[config.mk]
export PLATFORM = sky130hd
export DESIGN_NAME = alu_seq
export DESIGN_NICKNAME = d
export VERILOG_FILES = /design/src/rtl/alu_seq.sv
export SDC_FILE = /design/constraint.sdc
export NUM_CORES = 1
export LEC_CHECK = 0
export BUFFER_PORTS_ARGS = -buffer_cell sky130_fd_sc_hd__buf_2
export CAP_MARGIN = 15
export CORE_UTILIZATION = 55
export CTS_BUF_LIST = sky130_fd_sc_hd__clkbuf_2
export DETAILED_ROUTE_END_ITERATION = 10
export PLACE_DENSITY = 0.9
export REMOVE_ABC_BUFFERS = 1
export SLEW_MARGIN = 20
export SYNTH_ARGS = -nofsm -noshare
export SYNTH_HDL_FRONTEND = slang
export SYNTH_SLANG_ARGS = --single-unit
export TNS_END_PERCENT = 100
[constraint.sdc]
create_clock -name clk -period 3.2 [get_ports clk]
set_clock_uncertainty 0.2 [all_clocks]
set_input_delay 0.16 -clock clk [delete_from_list [all_inputs] [get_ports clk]]
set_output_delay 0.16 -clock clk [all_outputs]
set_load 0.01 [all_outputs]
[src/rtl/alu_seq.sv]
// alu_seq: multi-cycle LC3-style ALU with valid/ready handshakes and registered NZP/V flags.
// Define ALU_SEQ_MUL_EN to build the iterative shift-add multiplier for op 110.
module alu_seq #(
  parameter int WIDTH = 16,
  parameter int SHW   = $clog2(WIDTH)
) (
  input  logic             clk,
  input  logic             rst,
  input  logic             in_valid,
  output logic             in_ready,
  input  logic [2:0]       op,
  input  logic [WIDTH-1:0] a,
  input  logic [WIDTH-1:0] b,
  output logic             out_valid,
  input  logic             out_ready,
  output logic [WIDTH-1:0] result,
  output logic [2:0]       nzp,
  output logic             v
);

  localparam int M = WIDTH - 1;
  localparam logic [2:0] OP_AND = 3'b001;
  localparam logic [2:0] OP_NOT = 3'b010;
  localparam logic [2:0] OP_SUB = 3'b011;
  localparam logic [2:0] OP_SHL = 3'b100;
  localparam logic [2:0] OP_SHR = 3'b101;
`ifdef ALU_SEQ_MUL_EN
  localparam logic [2:0] OP_MUL = 3'b110;
  localparam int CW = $clog2(WIDTH + 1);
`else
  localparam int CW = SHW;
`endif

  typedef enum logic [1:0] {IDLE, EXEC, DONE} state_t;

  state_t           r_state, w_next_state;
  logic [2:0]       r_op, w_op;
  logic [WIDTH-1:0] r_work, w_work;
  logic [CW-1:0]    r_cnt, w_cnt;
`ifdef ALU_SEQ_MUL_EN
  logic [WIDTH-1:0] r_mplr, w_mplr;
  logic [WIDTH-1:0] r_acc, w_acc;
`endif
  logic [WIDTH-1:0] r_result, w_res;
  logic [2:0]       r_nzp, w_nzp;
  logic             r_v, w_v;
  logic             w_load, w_fire, w_is_shift;
  logic [WIDTH-1:0] w_sum, w_diff;
  logic [SHW-1:0]   w_shamt;

  assign in_ready   = (r_state == IDLE) && !rst;
  assign out_valid  = (r_state == DONE);
  assign result     = r_result;
  assign nzp        = r_nzp;
  assign v          = r_v;
  assign w_fire     = in_valid && in_ready;
  assign w_shamt    = b[SHW-1:0];
  assign w_sum      = a + b;
  assign w_diff     = a - b;
  assign w_is_shift = (op == OP_SHL) || (op == OP_SHR);

  always_ff @(posedge clk) begin
    if (rst) r_state <= IDLE;
    else     r_state <= w_next_state;
  end

  // Results are only committed (w_load) on the final step, so a partial value never reaches result.
  always_comb begin
    w_next_state = r_state;
    w_op         = r_op;
    w_work       = r_work;
    w_cnt        = r_cnt;
`ifdef ALU_SEQ_MUL_EN
    w_mplr       = r_mplr;
    w_acc        = r_acc;
`endif
    w_load       = 1'b0;
    w_res        = '0;
    w_v          = 1'b0;
    case (r_state)
      IDLE: begin
        if (w_fire) begin
          w_op = op;
          if (w_is_shift && (w_shamt != '0)) begin
            w_work       = a;
            w_cnt        = CW'(w_shamt);
            w_next_state = EXEC;
          end
`ifdef ALU_SEQ_MUL_EN
          else if (op == OP_MUL) begin
            w_work       = a;
            w_mplr       = b;
            w_acc        = '0;
            w_cnt        = CW'(WIDTH);
            w_next_state = EXEC;
          end
`endif
          else begin
            w_load       = 1'b1;
            w_next_state = DONE;
            case (op)
              OP_AND:         w_res = a & b;
              OP_NOT:         w_res = ~a;
              OP_SUB: begin
                w_res = w_diff;
                w_v   = (a[M] != b[M]) && (w_diff[M] != a[M]);
              end
              OP_SHL, OP_SHR: w_res = a;
              default: begin
                w_res = w_sum;
                w_v   = (a[M] == b[M]) && (w_sum[M] != a[M]);
              end
            endcase
          end
        end
      end
      EXEC: begin
        w_cnt = r_cnt - CW'(1);
        if (r_op == OP_SHR) w_work = {r_work[M], r_work[M:1]};
        else                w_work = r_work << 1;
`ifdef ALU_SEQ_MUL_EN
        if (r_op == OP_MUL) begin
          w_acc  = r_acc + (r_mplr[0] ? r_work : '0);
          w_mplr = r_mplr >> 1;
        end
`endif
        if (r_cnt == CW'(1)) begin
          w_load       = 1'b1;
          w_next_state = DONE;
`ifdef ALU_SEQ_MUL_EN
          w_res = (r_op == OP_MUL) ? w_acc : w_work;
`else
          w_res = w_work;
`endif
        end
      end
      DONE: begin
        if (out_ready) w_next_state = IDLE;
      end
      default: w_next_state = IDLE;
    endcase
  end

  always_comb begin
    if (w_res[M])          w_nzp = 3'b100;
    else if (w_res == '0)  w_nzp = 3'b010;
    else                   w_nzp = 3'b001;
  end

  always_ff @(posedge clk) begin
    if (rst) begin
      r_op     <= '0;
      r_work   <= '0;
      r_cnt    <= '0;
`ifdef ALU_SEQ_MUL_EN
      r_mplr   <= '0;
      r_acc    <= '0;
`endif
      r_result <= '0;
      r_nzp    <= 3'b010;
      r_v      <= 1'b0;
    end else begin
      r_op   <= w_op;
      r_work <= w_work;
      r_cnt  <= w_cnt;
`ifdef ALU_SEQ_MUL_EN
      r_mplr <= w_mplr;
      r_acc  <= w_acc;
`endif
      if (w_load) begin
        r_result <= w_res;
        r_nzp    <= w_nzp;
        r_v      <= w_v;
      end
    end
  end

endmodule
# Word level (Yosys, flattened, before mapping)
# Index checks and enable logic that the tools add are counted.
[op_classes]
n_addsub = 3
eq_ne = 17
n_mux = 27
bitwise = 2
n_reduce_logical = 16
[ops]
columns = ["operator", "n"]
rows = [
  ["two-way mux 16 bit", 6],
  ["one-hot mux 16 bit (2 select lines)", 2],
  ["one-hot mux 16 bit (4 select lines)", 1],
  ["adder 16 bit", 1],
  ["bitwise AND 16 bit", 1],
  ["zero test 16 bit", 1],
  ["inverter 16 bit", 1],
  ["subtractor 16 bit", 1],
  ["two-way mux 2 bit", 5],
  ["equality test 3 bit, second input constant", 3],
  ["two-way mux 4 bit", 2],
  ["one-hot mux 4 bit (2 select lines)", 1],
  ["equality test 3 x 2 -> 1 bit, second input constant", 2],
  ["two-way mux 1 bit", 6],
  ["one-hot mux 2 bit (3 select lines)", 1],
  ["AND reduction 3 bit", 2],
  ["logical AND 1 bit", 5],
  ["equality test 4 x 1 -> 1 bit, second input constant", 1],
  ["inequality test 2 x 1 -> 1 bit, second input constant", 2],
  ["inequality test 2 bit, second input constant", 2],
  ["one-hot mux 1 bit (2 select lines)", 2],
  ["nonzero test 4 bit", 1],
  ["OR reduction 4 bit", 1],
  ["subtractor 4 x 1 -> 4 bit, second input constant", 1],
  ["other kinds (12)", 14],
]
[totals]
register_bits = 45
input_bits = 39
output_inout_bits = 22
word_cells = 72

# Longest topological paths before layout
[depth]
word_depth = 9
ltp_mapped = 13
ltp_nobuf = 13

# Worst setup path before layout
# No wires, ideal clock.
[synth_path]
kind = "in2reg"
startpoint = "in b[5]"
endpoint = "reg r_nzp[0] (netlist: nzp[0])"
setup_time_ns = 0.084
arrival_ns = 2.723
t_required_ns = 2.916
slack_ns = 0.192
cell_stages = 13
path_buffers = 1
cell_sequence = "inv_1 -> ha_1 -> buf_6 -> nor2b_4 -> or4_4 -> o211a_4 -> o311ai_4 -> nand2_2 -> xnor2_1 -> a221o_2 -> and4b_1 -> and4_1 -> o31ai_2"
[synth_between]
elab_chain_len = 8
word_cells_on_any_way = 10
cone_classes = "add/sub (2); mux (6); bitwise (1); reduce/logical (1)"
[synth_lines]
columns = ["element", "line", "source"]
rows = [
  ["start: declaration", "13", "input logic [WIDTH-1:0] b,"],
  ["adder 16 bit, or another cell as far along", "58", "assign w_sum = a + b;"],
  ["one-hot mux 16 bit (4 select lines) *", "101", "case (op)"],
  ["two-way mux 16 bit *", "84", "if (w_is_shift && (w_shamt != '0)) begin"],
  ["two-way mux 16 bit *", "82", "if (w_fire) begin"],
  ["one-hot mux 16 bit (2 select lines) *", "80", "case (r_state)"],
  ["zero test 16 bit", "146", "else if (w_res == '0) w_nzp = 3'b010;"],
  ["two-way mux 2 bit", "146", ""],
  ["two-way mux 3 bit *", "145", "if (w_res[M]) w_nzp = 3'b100;"],
  ["end signal: assignment", "172", "r_nzp <= w_nzp;"],
  ["end: declaration", "45", "logic [2:0] r_nzp, w_nzp;"],
]
# Mark *: on every way between the ends. The rest lies on a longest branch, timed or not.
# A chain may end at the register's enable or synchronous reset.

# Worst setup path after layout
[layout_path]
startpoint = "in b[3]"
endpoint = "reg r_nzp[0] (netlist: nzp[0])"
[layout_between]
elab_chain_len = 8
word_cells_on_any_way = 15
cone_classes = "add/sub (2); mux (9); bitwise (1); reduce/logical (3)"
[layout_lines]
columns = ["element", "line"]
rows = [
  ["adder 16 bit, or another cell as far along", "58"],
  ["one-hot mux 16 bit (4 select lines) or logical AND 1 bit (tied branches)", "101, 84"],
  ["two-way mux 16 bit", "84"],
  ["two-way mux 16 bit", "82"],
  ["one-hot mux 16 bit (2 select lines)", "80"],
  ["zero test 16 bit", "146"],
  ["two-way mux 2 bit", "146"],
  ["two-way mux 3 bit", "145"],
]
# Parallel ways exist; a longest one is shown, timed or not.

==> flow_summary.json <==
{
  "outcome": "complete, no violations",
  "cts_tree": "yes",
  "ys.warnings.count": 0,
  "ir_drop_v": 0.000186,
  "layout.cells.non_filler": 767,
  "clkTransAtPathRegs_ps": 220,
  "clk_latency_ps": 450,
  "rows": 32,
  "gp_congestion": 0.936,
  "p_total_mw": 1.67,
  "grt_pass1_wl_mm": 22.0,
  "worstPathMaxFanout": 4,
  "grt_use_total_pct": 32.5,
  "dr.pass1.iters": 5,
  "seqPwrFrac_pct": 37.1,
  "fillCellCount": 628,
  "drt_iter0_markers": 392,
  "port_buffers": 60,
  "slowest_stage": "dlygate4sd3_1",
  "ys_async_sr_fraction_pct": 0,
  "fin_crit_sh_pct": 97.1,
  "place_hpwl_mm": 9.89,
  "area_delta_synth_final_pct": 20.1,
  "vias_per_cell": 6.30,
  "rsz0062_at_grt": "false",
  "reg2reg_depth": 10,
  "hold_path.startpoint": "a[4]",
  "max_stage_delay_ps": 570,
  "setup_ws_ps": 93.1,
  "io-pin-count": 61,
  "synth_cell_type_count": 79,
  "netSwitchingFraction_pct": 37.8,
  "die_h_um": 90.8,
  "cts_buffer_depth": 2,
  "fin_util_pct": 67.8,
  "p_comb_share_pct": 43.1,
  "dieArea_mm2": 0.00825,
  "wl_met3_mm": 1.41,
  "wl_per_cell_um": 17.5,
  "synth_area_per_cell_um2": 7.54,
  "layout-drive-gt1-share_pct": 21.7,
  "overflow": 0,
  "antenna_left": 0,
  "leakage_nw": 2.29,
  "met2_length_mm": 6.09,
  "start_kind": "input port",
  "clock.fmax_ghz": 0.322,
  "antenna_found_initial": 0,
  "p_int_mw": 1.04,
  "syn_inst": 576,
  "synth-edff-count": 0,
  "mostFrequentLayoutCells": "buf_2, a21oi_1, nand2_1",
  "r2r-start": "r_state[0]$_SDFFE_PP0P_",
  "period_needed_ps": 3110,
  "wirelength_mm": 13.4,
  "grt_pass1_vias": 4761,
  "topRoutingLayerUsed": "met4",
  "htreeDepth": 2,
  "min_to": "r_work[4]$_SDFFE_PP0P_",
  "pwr_density_cell_mw_per_mm2": 320,
  "vias": 4833,
  "cap_violations": 0,
  "hold_depth": 4,
  "coreArea_mm2": 0.00769,
  "initial_core_util_pct": 56.5,
  "critPathLaunch": "b[3]",
  "report.final.slew_viol_count": 0,
  "netlist_area_mm2": 0.00434,
  "cts_made_buffers": 5,
  "power_switching_uw": 630,
  "synth_ff_type": "dfxtp_1",
  "dp.cells": 739,
  "layout_commonest_cell": "buf_2",
  "hp-class": "in2reg",
  "rrSetupSlack_ps": 360,
  "crit_chain": "buf_2, dlygate4sd3_1, buf_4, nor4_1, or2_1, and2_1, o21ai_0, o22ai_1, nor3_1, nand4_1, and4b_1, and4_1, o31ai_2",
  "worst_pin_slew_ps": 693,
  "hold_viol_final": 0,
  "cp.arrival_ps": 3290,
  "grt_max_degree": 46,
  "r2r_end": "nzp[0]$_SDFFE_PP0P_",
  "cp.required_ps": 3380,
  "max_slew_margin_pct": 53.8,
  "pre_cts_slack_ps": -13.1,
  "ys_seq_area_share_pct": 20.3,
  "crit_path_end_kind": "flip-flop",
  "finalSetupViolations": 0,
  "criticalPathCategory": "in2reg",
  "cts.sinks": 44,
  "die_w_um": 90.8,
  "p_clk_share_pct": 19.8,
  "root_buffer": "clkbuf_2",
  "nNetsFinal": 739,
  "drc_errors": 0,
  "wl_met1_mm": 5.24,
  "ys_ff_latch": 44,
  "n_antenna_cell": 0
}
==> Yosys cell counts (all sizes together) (2+ instances only) <==
library cell  count  area [um2]
or4               2        18.8
o311ai            3        43.8
mux2i            15         150
a31oi            11        68.8
a2111oi           3        38.8
o21ai            32         164
or3               4        25.0
nand2            57         216
nand4             4        25.0
a211oi           24         180
nand2b           14        87.6
a31o              3        26.3
a22oi             4        35.0
xnor2            20         175
nor2             48         180
nor2b            13        88.8
o2111ai           2        17.5
and2              3        18.8
o22ai            11        68.8
xor2              5        43.8
o32ai             2        25.0
and3              3        18.8
a21boi            9        67.6
buf              19         118
o21bai            2        15.0
a221oi            3        26.3
a32oi             3        26.3
nand3b            3        22.5
o22a              2        17.5
or2               2        12.5
inv              32         120
nand3             7        35.0
a221o             3        31.3
dfxtp            44         881
o31ai             6        60.1
o211a             2        27.5
o21a              2        15.0
nor3             10        55.1
a21oi            58         294
a21o              9        68.8
fa                2        40.0
clkbuf           21        80.1
o211ai            6        50.1
ha               34         425
==> metal layers <==
metal  track usage [%]  vias to the layer above
met3              6.82                       69
met5                 0                        -
met4              20.1                        0
met2              52.8                      334
met1              39.1                     2167
li1                  -                     2263
==> per-stage QoR <==
stage	setup TNS (ps)	cell area, um2	hold slack [ps]
3_5_place_dp	-13.1	4880	251
3_3_place_gp	0	4880	240
4_1_cts	0	5140	18.8
5_1_grt	0	5220	4.48
2_1_floorplan	0	4140	29.1
6_report	0	5220	12.2
==> worst max-delay path: cells and delay by family <==
family	cells	cell delay, ps
AOI/OAI and AO/OA	3	590
buffers and inverters	3	850
and+or+nand+nor	7	1690
==> flip-flops by register name, indices dropped and copies added (netlist names) <==
| register | cells |
|---|---|
| v | 1 |
| result | 16 |
| r_op | 3 |
| r_state | 2 |
| r_cnt | 4 |
| nzp | 2 |
| r_work | 16 |
==> cell type report <==
type	count	area [um2]	share of cell area, %
multi-input cells	460	3220	61.7
flip-flops and latches	44	881	16.9
repair buffers	121	806	15.5
well taps	102	128	2.45
inverters	32	120	2.30
clock inverters	2	35.0	0.672
clock buffers	6	30.0	0.576
==> how the worst max path moves through the flow <==
stage,endpoint,slack (ps),cells past startpoint
after global routing,nzp[0]$_SDFFE_PP0P_,20,15
after CTS,nzp[0]$_SDFFE_PP0P_,20,14
after global placement,nzp[0]$_SDFFE_PP0P_,20,14
after detailed placement,nzp[0]$_SDFFE_PP0P_,-10,14
after floorplan,nzp[0]$_SDFFE_PP0P_,210,12
final,nzp[0]$_SDFFE_PP0P_,90,13
==> power groups by stage <==
stage | sequential [mW] | combinational [mW] | clock (mW)
after global placement | 0.624 | 0.643 | 0
after floorplan | 0.629 | 0.423 | 0
after detailed placement | 0.627 | 0.665 | 0
final | 0.618 | 0.719 | 0.330
after global routing | 0.622 | 0.784 | 0.343
after CTS | 0.616 | 0.686 | 0.326
==> repair_timing <==
action | CTS | global route
resized for setup | 0 | 12
endpoints found under the setup margin | 0 | 4
endpoints found under the hold margin | 19 | 0
hold buffers | 19 | 0
buffers inserted | 0 | 1
==> cells by family (layout without fill, tap and decap cells) <==
group	after synthesis	count (layout)	share of synthesized area (%)
mux	15	15	3.46
simple gates	174	174	19.3
xor+xnor	25	25	5.04
compound gates	210	210	33.9
flops	44	44	20.3
fa+ha+maj	36	36	10.7
buf+inv	72	161	7.32
Note: power is estimated with default switching activity, not from simulation.
